**config.mk**
```make
export PLATFORM = sky130hd
export DESIGN_NAME = vec_issue_ctrl_flat
export DESIGN_NICKNAME = d
export VERILOG_FILES = /design/src/rtl/vec_ctrl_pkg.sv /design/src/rtl/vec_issue_ctrl_if.sv /design/src/rtl/vec_ctrl_decode.sv /design/src/rtl/vec_issue_ctrl.sv /design/src/flat_wrapper.sv
export SDC_FILE = /design/constraint.sdc
export NUM_CORES = 1
export LEC_CHECK = 0
export ABC_AREA = 1
export BUFFER_PORTS_ARGS = -buffer_cell sky130_fd_sc_hd__buf_2
export CORE_MARGIN = 2
export CORE_UTILIZATION = 30
export DETAILED_ROUTE_END_ITERATION = 8
export PLACE_DENSITY = 0.59
export SETUP_SLACK_MARGIN = 0.1
export SLEW_MARGIN = 5
export SYNTH_ARGS = -nofsm -noshare
export SYNTH_HDL_FRONTEND = slang
export SYNTH_SLANG_ARGS = --single-unit
export TNS_END_PERCENT = 50
```
**constraint.sdc**
```tcl
create_clock -name clk -period 1.7 [get_ports clk]
set_input_delay 0.34 -clock clk [delete_from_list [all_inputs] [get_ports clk]]
set_output_delay 0.34 -clock clk [all_outputs]
set_load 0.005 [all_outputs]
```
**src/rtl/vec_ctrl_pkg.sv**
```systemverilog
// vec_ctrl_pkg: shared states, instruction classes, opcodes and control bundle for the vector issue controller
package vec_ctrl_pkg;
   localparam logic [6:0] OP_V  = 7'h57;
   localparam logic [6:0] OP_LD = 7'h07;
   localparam logic [6:0] OP_ST = 7'h27;
   typedef enum logic [1:0] {S_IDLE, S_DECODE, S_EXEC, S_DONE} state_e;
   typedef enum logic [2:0] {CLS_CFG, CLS_ARITH, CLS_LOAD, CLS_STORE, CLS_ILLEGAL} cls_e;
   typedef struct packed {
      logic       vl_sel;
      logic       vtype_sel;
      logic       lumop_sel;
      logic       rs1rd_de;
      logic       rs1_sel;
      logic       csrwr_en;
      logic       vec_reg_wr_en;
      logic       mask_operation;
      logic       mask_wr_en;
      logic [1:0] data_mux1_sel;
      logic       data_mux2_sel;
      logic       stride_sel;
      logic       ld_inst;
      logic       st_inst;
      logic       index_str;
      logic       index_unordered;
   } vec_ctrl_t;
   function automatic logic ls_width_ok(input logic [2:0] w);
      return w inside {3'b000, 3'b101, 3'b110, 3'b111};
   endfunction
endpackage

```
**src/rtl/vec_issue_ctrl_if.sv**
```systemverilog
// vec_issue_ctrl_if: scalar-core issue handshake between the core (master) and the controller (slave)
interface vec_issue_ctrl_if #(parameter int XLEN = 32);
   logic            inst_valid;
   logic [XLEN-1:0] instruction;
   logic            inst_ready;
   logic            is_vec;
   logic            inst_ack;
   logic            inst_err;
   logic            busy;
   modport master (output inst_valid, instruction, is_vec, input inst_ready, inst_ack, inst_err, busy);
   modport slave (input inst_valid, instruction, is_vec, output inst_ready, inst_ack, inst_err, busy);
endinterface

```
**src/rtl/vec_ctrl_decode.sv**
```systemverilog
// vec_ctrl_decode: combinational classifier mapping an instruction to its class and datapath control vector
module vec_ctrl_decode import vec_ctrl_pkg::*; (
   input  logic [31:0] inst,
   input  logic        is_vec,
   output cls_e        cls,
   output vec_ctrl_t   ctrl
);
   logic [6:0] opc;
   logic [2:0] f3;
   logic [1:0] mop;
   logic       unused_bits;
   assign opc = inst[6:0];
   assign f3 = inst[14:12];
   assign mop = inst[27:26];
   assign unused_bits = ^inst[24:20];
   always_comb begin
      ctrl = '0;
      cls = !is_vec ? CLS_ILLEGAL :
            opc == OP_V ? (f3 == 3'b111 ? CLS_CFG : CLS_ARITH) :
            (opc == OP_LD || opc == OP_ST) && ls_width_ok(f3) ? (opc == OP_LD ? CLS_LOAD : CLS_STORE) :
            CLS_ILLEGAL;
      case (cls)
         CLS_CFG: begin
            ctrl.vl_sel = inst[31:30] == 2'b11;
            ctrl.vtype_sel = inst[31:25] == 7'b1000000;
            ctrl.rs1rd_de = inst[19:15] == 5'd0 && inst[11:7] != 5'd0;
            ctrl.rs1_sel = 1'b1;
            ctrl.csrwr_en = 1'b1;
         end
         CLS_ARITH: begin
            ctrl.data_mux1_sel = f3 inside {3'b100, 3'b101, 3'b110} ? 2'b01 : f3 == 3'b011 ? 2'b10 : 2'b00;
            ctrl.vec_reg_wr_en = 1'b1;
            ctrl.mask_operation = ~inst[25];
         end
         CLS_LOAD, CLS_STORE: begin
            ctrl.ld_inst = cls == CLS_LOAD;
            ctrl.st_inst = cls == CLS_STORE;
            ctrl.vec_reg_wr_en = cls == CLS_LOAD;
            ctrl.stride_sel = mop == 2'b00;
            ctrl.lumop_sel = mop == 2'b00;
            ctrl.index_str = mop[0];
            ctrl.index_unordered = mop == 2'b01;
         end
         default: ;
      endcase
   end
endmodule

```
**src/rtl/vec_issue_ctrl.sv**
```systemverilog
// vec_issue_ctrl: issue FSM sequencing one vector instruction through decode, execute and acknowledge
module vec_issue_ctrl import vec_ctrl_pkg::*; #(
   parameter int XLEN    = 32,
   parameter int TIMEOUT = 1024
) (
   input  logic             clk,
   input  logic             reset,
   vec_issue_ctrl_if.slave  core,
   input  logic             dp_done,
   output logic             vl_sel,
   output logic             vtype_sel,
   output logic             lumop_sel,
   output logic             rs1rd_de,
   output logic             rs1_sel,
   output logic             csrwr_en,
   output logic             vec_reg_wr_en,
   output logic             mask_operation,
   output logic             mask_wr_en,
   output logic [1:0]       data_mux1_sel,
   output logic             data_mux2_sel,
   output logic             stride_sel,
   output logic             ld_inst,
   output logic             st_inst,
   output logic             index_str,
   output logic             index_unordered
);
   localparam int WD_W = $clog2(TIMEOUT);
   localparam logic [WD_W-1:0] WD_LAST = WD_W'(TIMEOUT - 1);
   state_e          state_q, state_d;
   logic [XLEN-1:0] inst_q, inst_d;
   vec_ctrl_t       ctrl_q, ctrl_d, dec_ctrl, out_ctrl;
   cls_e            dec_cls;
   logic [WD_W-1:0] wd_q, wd_d;
   logic            err_q, err_d;
   vec_ctrl_decode u_dec (.inst(inst_q[31:0]), .is_vec(core.is_vec), .cls(dec_cls), .ctrl(dec_ctrl));
   always_comb begin
      state_d = state_q;
      inst_d = inst_q;
      ctrl_d = ctrl_q;
      wd_d = wd_q;
      err_d = err_q;
      case (state_q)
         S_IDLE: if (core.inst_valid) begin
            inst_d = core.instruction;
            state_d = S_DECODE;
         end
         S_DECODE: begin
            err_d = dec_cls == CLS_ILLEGAL;
            ctrl_d = dec_ctrl;
            wd_d = '0;
            state_d = dec_cls == CLS_ILLEGAL ? S_DONE : S_EXEC;
         end
         // completion is checked before the watchdog so a last-cycle dp_done is not an error
         S_EXEC: if (dp_done) begin
            err_d = 1'b0;
            state_d = S_DONE;
         end else if (wd_q == WD_LAST) begin
            err_d = 1'b1;
            state_d = S_DONE;
         end else wd_d = wd_q + WD_W'(1);
         default: begin
            ctrl_d = '0;
            state_d = S_IDLE;
         end
      endcase
   end
   always_ff @(posedge clk or posedge reset)
      if (reset) begin
         state_q <= S_IDLE;
         inst_q <= '0;
         ctrl_q <= '0;
         wd_q <= '0;
         err_q <= 1'b0;
      end else begin
         state_q <= state_d;
         inst_q <= inst_d;
         ctrl_q <= ctrl_d;
         wd_q <= wd_d;
         err_q <= err_d;
      end
   always_comb begin
      out_ctrl = state_q == S_EXEC ? ctrl_q : '0;
      out_ctrl.csrwr_en = out_ctrl.csrwr_en & (wd_q == '0);
   end
   assign {vl_sel, vtype_sel, lumop_sel, rs1rd_de, rs1_sel, csrwr_en, vec_reg_wr_en, mask_operation,
           mask_wr_en, data_mux1_sel, data_mux2_sel, stride_sel, ld_inst, st_inst, index_str,
           index_unordered} = out_ctrl;
   assign core.inst_ready = state_q == S_IDLE;
   assign core.busy = state_q != S_IDLE;
   assign core.inst_ack = state_q == S_DONE;
   assign core.inst_err = state_q == S_DONE && err_q;
endmodule

```
**src/flat_wrapper.sv**
```systemverilog
// flat-port wrapper written by rule: the top's interface ports become plain ports
module vec_issue_ctrl_flat import vec_ctrl_pkg::*;
#(
   parameter int XLEN    = 32,
   parameter int TIMEOUT = 1024
)
  (clk, reset, dp_done, vl_sel, vtype_sel, lumop_sel, rs1rd_de, rs1_sel, csrwr_en, vec_reg_wr_en, mask_operation, mask_wr_en, data_mux1_sel, data_mux2_sel, stride_sel, ld_inst, st_inst, index_str, index_unordered, core_inst_valid, core_instruction, core_is_vec, core_inst_ready, core_inst_ack, core_inst_err, core_busy);
  vec_issue_ctrl_if #(.XLEN(XLEN)) core_i ();
  input  logic clk;
  input  logic reset;
  input  logic dp_done;
  output logic vl_sel;
  output logic vtype_sel;
  output logic lumop_sel;
  output logic rs1rd_de;
  output logic rs1_sel;
  output logic csrwr_en;
  output logic vec_reg_wr_en;
  output logic mask_operation;
  output logic mask_wr_en;
  output logic [1:0] data_mux1_sel;
  output logic data_mux2_sel;
  output logic stride_sel;
  output logic ld_inst;
  output logic st_inst;
  output logic index_str;
  output logic index_unordered;
  input wire logic [$bits(core_i.inst_valid)-1:0] core_inst_valid;
  input wire logic [$bits(core_i.instruction)-1:0] core_instruction;
  input wire logic [$bits(core_i.is_vec)-1:0] core_is_vec;
  output wire logic [$bits(core_i.inst_ready)-1:0] core_inst_ready;
  output wire logic [$bits(core_i.inst_ack)-1:0] core_inst_ack;
  output wire logic [$bits(core_i.inst_err)-1:0] core_inst_err;
  output wire logic [$bits(core_i.busy)-1:0] core_busy;
  assign core_i.inst_valid = core_inst_valid;
  assign core_i.instruction = core_instruction;
  assign core_i.is_vec = core_is_vec;
  assign core_inst_ready = core_i.inst_ready;
  assign core_inst_ack = core_i.inst_ack;
  assign core_inst_err = core_i.inst_err;
  assign core_busy = core_i.busy;
  vec_issue_ctrl #(.XLEN(XLEN), .TIMEOUT(TIMEOUT)) u_core (.clk(clk), .reset(reset), .core(core_i), .dp_done(dp_done), .vl_sel(vl_sel), .vtype_sel(vtype_sel), .lumop_sel(lumop_sel), .rs1rd_de(rs1rd_de), .rs1_sel(rs1_sel), .csrwr_en(csrwr_en), .vec_reg_wr_en(vec_reg_wr_en), .mask_operation(mask_operation), .mask_wr_en(mask_wr_en), .data_mux1_sel(data_mux1_sel), .data_mux2_sel(data_mux2_sel), .stride_sel(stride_sel), .ld_inst(ld_inst), .st_inst(st_inst), .index_str(index_str), .index_unordered(index_unordered));
endmodule
```
==> summary.txt, run 1 <==
Run status
  • Status: complete, but fails checks
  • Failing checks: setup timing

Timing
  • Endpoints failing hold: 0
  • Max Clk Rate: 551.5 MHz
  • Final period util: 1.067
  • Worst hold slack: 0.07213 ns
  • Slew Limit Fails: 0
  • Setup ws final: -0.1134 ns
  • Worst Skew: 0.01711 ns
  • Setup TNS Final: -1.285 ns
  • Final Setup Violations: 17
  • RSZ-0062 raised after global routing: yes
  • Final min period: 1.813 ns

Floorplan
  • I/O pins: 58
  • Core Area: 0.008721 mm²
  • Row cnt: 34
  • Initial Util: 0.3106
  • Die Y: 99.03 µm
  • Die area: 0.009806 mm²
  • Die Wd: 99.03 µm

Setup path
  • CP arrival: 1.47 ns
  • Crit path max fanout: 7
  • Critical R2R Launch: u_core.state_q[0]$_DFFE_PP0P_
  • CP max stage delay: 0.43 ns
  • Crit path from: u_core.state_q[1]$_DFFE_PP0P_
  • R2r setup slk: 0.03 ns
  • Crit Path Class: flop to output pin
  • Reg-to-reg endpoint: u_core.state_q[0]$_DFFE_PP0P_
  • Worst Setup Start Kind: flop
  • CP Capture Point: data_mux1_sel[0]
  • Critical Path Stages: 6
  • Required time of the critical path: 1.36 ns
  • Cell family with most CP delay: buffers and inverters
  • Worst reg2reg path depth: 12
  • Critical Path, Cell by Cell: ha_4, buf_4, clkbuf_16, nand2_2, inv_1, buf_2
  • Worst setup EP type: output pin
  • CP max-delay cell: dfrtp_1
  • Buffers and inverters on the worst path: 4

GRT
  • Grt total ovfl: 0
  • Vias in the first global route: 2,213
  • Global-route wire length before repair: 9784 µm
  • Pin count of the biggest net entering global routing: 54
  • Antenna violations before repair: 0
  • GRT Util Overall: 0.1199

Layout
  • Layout cells sized above 1: 0.3333
  • Nets: 439
  • Fillers: 869
  • Multi-input logic area: 0.001311 mm²
  • Synth-to-layout area growth: 31.64%
  • Antenna Cells: 0
  • Design Area, Final: 0.003566 mm²
  • Register area: 0.001326 mm²

Synth
  • Mapped cell area: 0.002709 mm²
  • Post-synth top area share: 0.4896
  • YS warnings: 0
  • Top-count cell post-synth: nand2_1
  • Post-synth EDFFs: 0
  • Cell taking the most area after synthesis: dfrtp_1
  • Synth Flop Type: dfrtp_1
  • Synth area leaders: dfrtp_1, nand2_1, inv_1, mux2_2, nor2_1
  • Register area share after synthesis: 0.4896
  • Synthesized instance count: 327
  • Ys async rst share: 1.000
  • Synthesized flop and latch total: 53
  • Yosys cell types: 27
  • Syn_area_per_cell: 8.284 µm²
  • Synth cell count leaders: nand2_1, dfrtp_1, inv_1

Clock network
  • Worst-case clock buffer depth: 2
  • Sink Count: 53
  • CTS Hold Buffers Added: 0
  • Clock-pin slew on the worst setup and hold paths: 0.11 ns
  • CTS tree: done
  • Clk Latency, worst-skew pair: 0.31 ns
  • Total CTS buffers: 5
  • Htree depth: 2
  • Clock root cell: clkbuf_8

Routing
  • Post-Route WL: 5776 µm
  • Drt via density: 4.444
  • Drt drc: 0
  • Vias post-DR: 2,240
  • Antenna Nets Post-Route: 0
  • Detailed Routing Iterations Pass 1: 4
  • Drt wl/cell: 11.46 µm
  • Initial DRC count: 69

Worst hold path
  • Hold/Removal Path Class: input pin to asynchronous set/reset pin

Power
  • Power per Cell Area: 1473 mW/mm²
  • Leak: 0.001955 µW
  • Maximum VDD drop: 0.6198 mV

Placement
  • Placed inst area: 0.003177 mm²
  • Post-DP HPWL: 4107 µm
  • Gp weighted congestion: 0.8580
  • Port Buf Inserts: 50

Run
  • Max-cap violation count: 0
[power by group]
part | switching [µW] | internal (µW) | total [µW]
combinational | 1260 | 1260 | 2520
clock | 442 | 450 | 892
sequential | 203 | 1630 | 1840
[cell type report]
cell class | instances | area share
Sequential cell | 53 | 0.3719
Multi-Input combinational cell | 216 | 0.3677
Timing Repair Buffer | 70 | 0.1344
Inverter | 48 | 0.05333
Tap cell | 108 | 0.03789
Clock buffer | 5 | 0.01930
Clock inverter | 3 | 0.01333
Timing Repair inverter | 1 | 0.002105
[placed cells by master, fill, tap and decap left out, drive strengths merged]
cell      count
nand2        97
buf          69
dfrtp        53
inv          48
nor2         31
mux2         15
nand3        15
a21oi        14
o21ai        12
ha            7
xor2          6
clkbuf        6
nor3          6
nand4         5
clkinvlp      3
or2           2
nor4          2
conb          2
nor3b         1
o31ai         1
bufinv        1
[what timing repair did]
action | CTS | global route
gates cloned | 0 | 2
pin swaps | 5 | 3
setup endpoints to repair | 16 | 59
buffers inserted | 5 | 3
resized for setup | 16 | 40
[worst min path at each step]
stage	from	to	slack, ns	cells after the start
after floorplan	reset	u_core.ctrl_q[0]$_DFFE_PP0N_	0.40	1
after global placement	reset	u_core.inst_q[7]$_DFFE_PP0P_	0.44	3
after detailed placement	reset	u_core.inst_q[7]$_DFFE_PP0P_	0.44	3
after CTS	reset	u_core.state_q[1]$_DFFE_PP0P_	0.09	3
after global routing	reset	u_core.state_q[1]$_DFFE_PP0P_	0.12	3
final	reset	u_core.err_q$_DFFE_PP0P_	0.07	3
[metal layers]
layer	up-vias	track usage	routed length, µm	share of wire
li1	1148	-	-	-
met1	1043	0.1543	2610	0.45
met2	44	0.2017	2821	0.49
met3	5	0.03191	294	0.051
met4	0	0.02845	49	0.0085
met5	-	0	0	0
[cells by family (layout without fill, tap and decap cells)]
logic type	after synthesis	after routing	share of synthesized area
other	1	2	0.001384
multiplexers	15	15	0.06235
adder cells (fa/ha/maj)	7	7	0.03233
flip-flops	53	53	0.4896
XOR/XNOR	6	6	0.01940
buffers and inverters	59	127	0.09330
AO/OA/AOI/OAI	27	27	0.05358
AND/OR/NAND/NOR	159	159	0.2480
[worst min-delay path, stage by stage]
cell and delay, ns:
buf_2 0.11, clkinvlp_4 0.07, buf_12 0.26
[metrics by stage]
step,utilization,total power (µW),std cells,worst slack (ns)
floorplan,-,3150,328,0.1111
global placement,0.3643,3688,487,0.09305
detailed placement,0.3643,3738,487,0.04239
CTS,0.3888,4854,500,-0.1356
global route,0.4089,5662,504,-0.1840
finish,0.4089,5253,504,-0.1134
[flip-flops by register name, indices dropped and copies added (netlist names)]
signal and cells:
u_core.state_q 2, u_core.inst_q 27, u_core.err_q 1, u_core.wd_q 10, u_core.ctrl_q 13
Note: power is estimated with default switching activity, not from simulation.
==> run 2, diff against run 1 <==
CORE_UTILIZATION = 25   (was 30)
PLACE_DENSITY = 0.52   (was 0.59)
==> summary.txt, run 2 (synthesized netlist as in run 1, its figures left out) <==
Layout
  • Non-Filler Instances: 538 (was 504)
  • Nets: 441 (was 439)
  • Antenna Cells: 0 (unchanged)
  • Layout cells sized above 1: 0.3819 (was 0.3333)
  • Synth-to-layout area growth: 34.55% (was 31.64%)
  • Max FFs per register: 27 (unchanged)
  • Most common cell after layout, fill and taps aside: nand2_1 (unchanged)
  • Biggest regs: u_core.inst_q: 27 flops, u_core.ctrl_q: 13 flops, u_core.wd_q: 10 flops (unchanged)
  • Commonest cells after routing, fill and taps aside: nand2_1, dfrtp_1, buf_2, inv_1, nor2_1 (unchanged)
  • Most flops, register: u_core.inst_q (unchanged)

Routing
  • Met2 routed wirelength: 2868 µm (was 2821 µm)
  • Highest Signal Layer: met4 (unchanged)
  • Post-Route WL: 5877 µm (was 5776 µm)
  • Drt drc: 0 (unchanged)
  • Drt wl/cell: 10.92 µm (was 11.46 µm)
  • Metal3 WL: 239 µm (was 294 µm)
  • Initial DRC count: 89 (was 69)
  • Metal-1 WL: 2729 µm (was 2610 µm)
  • Drt via density: 4.164 (was 4.444)
  • Antenna Nets Post-Route: 0 (unchanged)
  • Detailed Routing Iterations Pass 1: 4 (unchanged)
  • Vias post-DR: 2,240 (unchanged)

Setup path
  • CP max-delay cell: dfrtp_1 (unchanged)
  • R2r setup slk: 0.08 ns (was 0.03 ns)
  • Crit Path Class: flop to output pin (unchanged)
  • Critical Path, Cell by Cell: inv_2, ha_4, nand2_2, nor3_2, nand4_1, nor3_2, buf_2 (was ha_4, buf_4, clkbuf_16, nand2_2, inv_1, buf_2)
  • Required time of the critical path: 1.36 ns (about the same)
  • Crit path max fanout: 3 (was 7)
  • CP max stage delay: 0.41 ns (was 0.43 ns)
  • Worst setup EP type: output pin (unchanged)
  • Worst Setup Start Kind: flop (unchanged)
  • CP arrival: 1.51 ns (was 1.47 ns)
  • CP dominant cell by count: nor3_2
  • Reg-to-reg endpoint: u_core.inst_q[7]$_DFFE_PP0P_ (was u_core.state_q[0]$_DFFE_PP0P_)
  • Critical R2R Launch: u_core.state_q[1]$_DFFE_PP0P_ (was u_core.state_q[0]$_DFFE_PP0P_)
  • Worst reg2reg path depth: 7 (was 12)

Placement
  • Dpl ws: 0.03180 ns (was 0.04239 ns)
  • Post-DP HPWL: 4170 µm (was 4107 µm)
  • Gp weighted congestion: 0.8548 (was 0.8580)
  • Inst Count DP: 519 (was 487)
  • Port Buf Inserts: 50 (unchanged)

Power
  • Comb pwr share: 0.483 (was 0.481)
  • Power per Cell Area: 1370 mW/mm² (was 1473 mW/mm²)
  • Clk pwr share: 0.151 (was 0.170)
  • Leak: 0.001921 µW (was 0.001955 µW)
  • Switching share of total power: 0.3838 (was 0.3632)
  • Maximum VDD drop: 0.6861 mV (was 0.6198 mV)
  • Sequential cell fraction of total power: 0.366 (was 0.350)
  • Switching power: 1917 µW (was 1908 µW)
  • Internal: 3077 µW (was 3345 µW)

Timing
  • Endpoints failing hold: 0 (unchanged)
  • Slew Limit Fails: 0 (unchanged)
  • Worst Skew: 0.01404 ns (was 0.01711 ns)
  • Final period util: 1.086 (was 1.067)
  • Setup ws final: -0.1466 ns (was -0.1134 ns)
  • Final min period: 1.847 ns (was 1.813 ns)
  • Max Clk Rate: 541.5 MHz (was 551.5 MHz)
  • Final Setup Violations: 14 (was 17)
  • RSZ-0062 raised after global routing: yes (unchanged)

Clock network
  • Clk Latency, worst-skew pair: 0.32 ns (was 0.31 ns)
  • Clock root cell: clkbuf_8 (unchanged)
  • Sink Count: 53 (unchanged)
  • Clock-pin slew on the worst setup and hold paths: 0.10 ns (was 0.11 ns)
  • Htree depth: 2 (unchanged)
  • Worst-case clock buffer depth: 2 (unchanged)
  • Total CTS buffers: 5 (unchanged)
  • CTS tree: done (unchanged)

GRT
  • Pin count of the biggest net entering global routing: 54 (unchanged)
  • Antenna violations before repair: 0 (unchanged)
  • Vias in the first global route: 2,204 (was 2,213)
  • Grt total ovfl: 0 (unchanged)
  • GRT Util Overall: 0.1047 (was 0.1199)
  • Global-route wire length before repair: 9846 µm (was 9784 µm)

Floorplan
  • Die area: 0.01168 mm² (was 0.009806 mm²)
  • Die Y: 108.1 µm (was 99.03 µm)
  • Initial Util: 0.2532 (was 0.3106)
  • Row cnt: 38 (was 34)
  • I/O pins: 58 (unchanged)
  • Core Area: 0.01070 mm² (was 0.008721 mm²)
  • Die Wd: 108.1 µm (was 99.03 µm)

Run status
  • Failing checks: setup timing (unchanged)
  • Status: complete, but fails checks (unchanged)

Run
  • Max-cap violation count: 0 (unchanged)

Worst hold path
  • Hold/Removal Path Class: input pin to asynchronous set/reset pin (unchanged)
-- run 2: cell types whose count changed in the layout (fill, tap and decap cells not counted), moves of 2 or more --
cell     delta
inv_1      -12
buf_2       -8
nand2_4     +4
inv_2      +11
buf_12      -2
mux2_4     -15
nand2_1     -6
buf_8       +2
buf_6      +11
mux2_2     +15
-- run 2: critical path: cells and delay by family (launching register included) --
family,cells,cell delay [ns]
simple gates,4,0.42
buf+inv,2,0.22
flops,1,0.41
fa+ha+maj,1,0.15
-- run 2: per-stage QoR --
step | hold slack, ns | util | cell area, µm² | TNS, ns | power (µW)
final | 0.07564 | 0.3407 | 3645 | -0.6185 | 4993
after global routing | 0.08414 | 0.3407 | 3645 | -1.816 | 5421
after CTS | 0.08483 | 0.3181 | 3403 | -0.5993 | 4623
after detailed placement | 0.4381 | 0.2984 | 3192 | 0 | 3606
after global placement | 0.4354 | 0.2984 | 3192 | 0 | 3556
after floorplan | 0.4014 | - | 2728 | 0 | 3150
-- run 2: routing by layer --
layer  up-vias  track usage
met4         0      0.02473
met3         5      0.02532
met5         -            0
met2        41       0.1815
li1       1152            -
met1      1042       0.1315
-- run 2: timing repair --
item	CTS	global route
hold buffers	0	0
setup endpoints to repair	17	55
buffers inserted	4	8
gates resized for setup	26	56
endpoints found under the hold margin	0	0
pin swaps	5	6
cloned	1	0
-- run 2: final cells by class --
type / instances / area [µm²]
Clock buffer: 5 / 68.82
Clock inverter: 3 / 25.02
Fill cell: 1145 / 7053
Inverter: 48 / 192.7
Multi-Input combinational cell: 216 / 1321
Sequential cell: 53 / 1326
Tap cell: 140 / 175.2
Timing Repair Buffer: 73 / 535.5
-- run 2: how the worst max path moves through the flow --
stage,from,slack (ns),to,cells past startpoint
after floorplan,u_core.state_q[0]$_DFFE_PP0P_,0.11,csrwr_en,7
after global placement,u_core.state_q[0]$_DFFE_PP0P_,0.07,csrwr_en,7
after detailed placement,u_core.state_q[0]$_DFFE_PP0P_,0.03,csrwr_en,7
after CTS,u_core.state_q[0]$_DFFE_PP0P_,-0.17,csrwr_en,7
after global routing,u_core.state_q[0]$_DFFE_PP0P_,-0.25,csrwr_en,7
final,u_core.state_q[0]$_DFFE_PP0P_,-0.15,csrwr_en,7
-- run 2: power groups by stage --
stage          Combinational, µW  Clock [µW]  Sequential [µW]
6_report                    2410         752             1830
5_1_grt                     2680         862             1880
4_1_cts                     2010         796             1820
3_5_place_dp                1760           0             1840
3_3_place_gp                1730           0             1830
2_1_floorplan               1340           0             1820
==> run 3, diff against run 2 <==
--- a/config.mk
+++ b/config.mk
@@ -8,8 +8,7 @@
 export ABC_AREA = 1
 export BUFFER_PORTS_ARGS = -buffer_cell sky130_fd_sc_hd__buf_2
-export CORE_MARGIN = 2
-export CORE_UTILIZATION = 25
+export CORE_UTILIZATION = 35
 export DETAILED_ROUTE_END_ITERATION = 8
-export PLACE_DENSITY = 0.52
+export PLACE_DENSITY = 0.65
 export SETUP_SLACK_MARGIN = 0.1
 export SLEW_MARGIN = 5
==> constraint.sdc (replaced) <==
create_clock -name clk -period 1.7 [get_ports clk]
set_input_delay 0.425 -clock clk [delete_from_list [all_inputs] [get_ports clk]]
set_output_delay 0.425 -clock clk [all_outputs]
set_load 0.005 [all_outputs]
==> summary.txt, run 3 (synthesized netlist as in run 1, its figures left out) <==
Run status
  • Status: complete, but fails checks (unchanged)
  • Failing checks: setup timing (unchanged)

Floorplan
  • Row cnt: 31 (was 38)
  • Die Wd: 89.98 µm (was 108.1 µm)
  • Initial Util: 0.3676 (was 0.2532)
  • I/O pins: 58 (unchanged)
  • Die area: 0.008096 mm² (was 0.01168 mm²)
  • Core Area: 0.007370 mm² (was 0.01070 mm²)
  • Die Y: 89.98 µm (was 108.1 µm)

Routing
  • Initial DRC count: 55 (was 89)
  • Post-Route WL: 5603 µm (was 5877 µm)
  • Detailed Routing Iterations Pass 1: 4 (unchanged)
  • Drt via density: 4.544 (was 4.164)
  • Drt wl/cell: 11.25 µm (was 10.92 µm)
  • Drt drc: 0 (unchanged)
  • Vias post-DR: 2,263 (was 2,240)
  • Antenna Nets Post-Route: 0 (unchanged)

Clock network
  • Total CTS buffers: 5 (unchanged)
  • Sink Count: 53 (unchanged)
  • Worst-case clock buffer depth: 2 (unchanged)
  • CTS Hold Buffers Added: 0 (unchanged)
  • Clock-pin slew on the worst setup and hold paths: 0.10 ns (about the same)
  • CTS tree: done (unchanged)
  • Clock root cell: clkbuf_8 (unchanged)
  • Clk Latency, worst-skew pair: 0.31 ns (was 0.32 ns)
  • Htree depth: 2 (unchanged)

Layout
  • Most flops, register: u_core.inst_q (unchanged)
  • Synth-to-layout area growth: 35.10% (was 34.55%)
  • Most common cell after layout, fill and taps aside: nand2_1 (unchanged)
  • Final Util: 0.4966 (was 0.3407)
  • Max FFs per register: 27 (unchanged)
  • Biggest regs: u_core.inst_q: 27 flops, u_core.ctrl_q: 13 flops, u_core.wd_q: 10 flops (unchanged)
  • Commonest cells after routing, fill and taps aside: nand2_1, dfrtp_1, buf_2, inv_1, nor2_1 (unchanged)
  • Nets: 442 (was 441)
  • Layout cells sized above 1: 0.3860 (was 0.3819)
  • Antenna Cells: 0 (unchanged)

Power
  • Maximum VDD drop: 0.7856 mV (was 0.6861 mV)
  • Pwr Total: 5321 µW (was 4993 µW)
  • Leak: 0.001998 µW (was 0.001921 µW)
  • Power per Cell Area: 1454 mW/mm² (was 1370 mW/mm²)

Timing
  • Endpoints failing hold: 0 (unchanged)
  • Final period util: 1.135 (was 1.086)
  • Worst Skew: 0.007924 ns (was 0.01404 ns)
  • Worst hold slack: 0.1705 ns (was 0.07564 ns)
  • RSZ-0062 raised after global routing: yes (unchanged)
  • Setup ws final: -0.2292 ns (was -0.1466 ns)
  • Final Setup Violations: 19 (was 14)
  • Setup TNS Final: -3.458 ns (was -0.6185 ns)
  • Final min period: 1.929 ns (was 1.847 ns)
  • Slew Limit Fails: 0 (unchanged)
  • Max Clk Rate: 518.4 MHz (was 541.5 MHz)

Setup path
  • R2r setup slk: 0 ns (was 0.08 ns)
  • CP max stage delay: 0.42 ns (was 0.41 ns)
  • Crit path from: u_core.state_q[1]$_DFFE_PP0P_ (was u_core.state_q[0]$_DFFE_PP0P_)
  • Reg-to-reg endpoint: u_core.ctrl_q[13]$_DFFE_PP0N_ (was u_core.inst_q[7]$_DFFE_PP0P_)
  • Critical Path, Cell by Cell: ha_4, buf_4, buf_6, clkbuf_16, nand2_4, inv_1, buf_2 (was inv_2, ha_4, nand2_2, nor3_2, nand4_1, nor3_2, buf_2)
  • Worst Setup Start Kind: flop (unchanged)
  • Crit path max fanout: 5 (was 3)
  • Critical R2R Launch: u_core.state_q[1]$_DFFE_PP0P_ (unchanged)
  • Crit Path Class: flop to output pin (unchanged)
  • Required time of the critical path: 1.27 ns (was 1.36 ns)
  • Worst setup EP type: output pin (unchanged)
  • CP arrival: 1.50 ns (was 1.51 ns)
  • CP Capture Point: ld_inst (was csrwr_en)
  • CP max-delay cell: dfrtp_1 (unchanged)
  • Worst reg2reg path depth: 10 (was 7)

GRT
  • GRT Util Overall: 0.1429 (was 0.1047)
  • Vias in the first global route: 2,172 (was 2,204)
  • Antenna violations before repair: 0 (unchanged)
  • Pin count of the biggest net entering global routing: 54 (unchanged)
  • Global-route wire length before repair: 9439 µm (was 9846 µm)
  • Grt total ovfl: 0 (unchanged)

Run
  • Max-cap violation count: 0 (unchanged)

Worst hold path
  • Hold/Removal Path Class: input pin to asynchronous set/reset pin (unchanged)

Placement
  • Post-DP HPWL: 4070 µm (was 4170 µm)
  • Gp weighted congestion: 0.8017 (was 0.8548)
  • Port Buf Inserts: 50 (unchanged)
[run 3: through the flow]
| stage | worst slack (ns) | cells | area (µm²) |
|---|---|---|---|
| 2_1_floorplan | 0.04445 | 328 | 2731 |
| 3_3_place_gp | 0.08113 | 480 | 3168 |
| 3_5_place_dp | 0.03515 | 480 | 3168 |
| 4_1_cts | -0.2053 | 493 | 3393 |
| 5_1_grt | -0.3386 | 498 | 3660 |
| 6_report | -0.2292 | 498 | 3660 |
[run 3: final cells by class]
class | count | area, µm²
Inverter | 48 | 191.4
Clock buffer | 5 | 68.82
Fill cell | 733 | 3710
Timing Repair Buffer | 74 | 573.1
Sequential cell | 53 | 1326
Multi-Input combinational cell | 216 | 1329
Tap cell | 99 | 123.9
Clock inverter | 3 | 47.55
[run 3: how the worst min path moves through the flow]
stage	from	end	slack (ns)
finish	reset	u_core.inst_q[7]$_DFFE_PP0P_	0.17
global route	reset	u_core.err_q$_DFFE_PP0P_	0.18
CTS	reset	u_core.inst_q[7]$_DFFE_PP0P_	0.18
detailed placement	u_core.ctrl_q[13]$_DFFE_PP0N_	u_core.ctrl_q[13]$_DFFE_PP0N_	0.47
global placement	u_core.ctrl_q[13]$_DFFE_PP0N_	u_core.ctrl_q[13]$_DFFE_PP0N_	0.46
floorplan	u_core.ctrl_q[9]$_DFFE_PP0N_	u_core.ctrl_q[9]$_DFFE_PP0N_	0.45
[run 3: layer usage]
| metal | routed length (µm) | vias to the layer above | part of all wire | global-route usage |
|---|---|---|---|---|
| met2 | 2825 | 46 | 0.50 | 0.2571 |
| li1 | - | 1155 | - | - |
| met5 | 0 | - | 0 | 0 |
| met3 | 246 | 5 | 0.044 | 0.03215 |
| met4 | 36 | 0 | 0.0064 | 0.04032 |
| met1 | 2494 | 1057 | 0.45 | 0.1706 |
[run 3: power breakdown]
group          total, µW  internal, µW  switching [µW]
Sequential          1810          1630             182
Combinational       2620          1280            1340
Clock                884           450             434
Total               5320          3370            1950
[run 3: critical path: cells and delay by family, from the launching register on]
kind	cells	cell delay [ns]
fa+ha+maj	1	0.18
simple gates	1	0.05
flops	1	0.42
buf+inv	5	0.55
[run 3: repair_timing]
item	in CTS	in global routing
buffers inserted	5	4
gates cloned	0	1
pin swaps	5	19
gates resized for setup	21	67
setup endpoints to repair	23	50
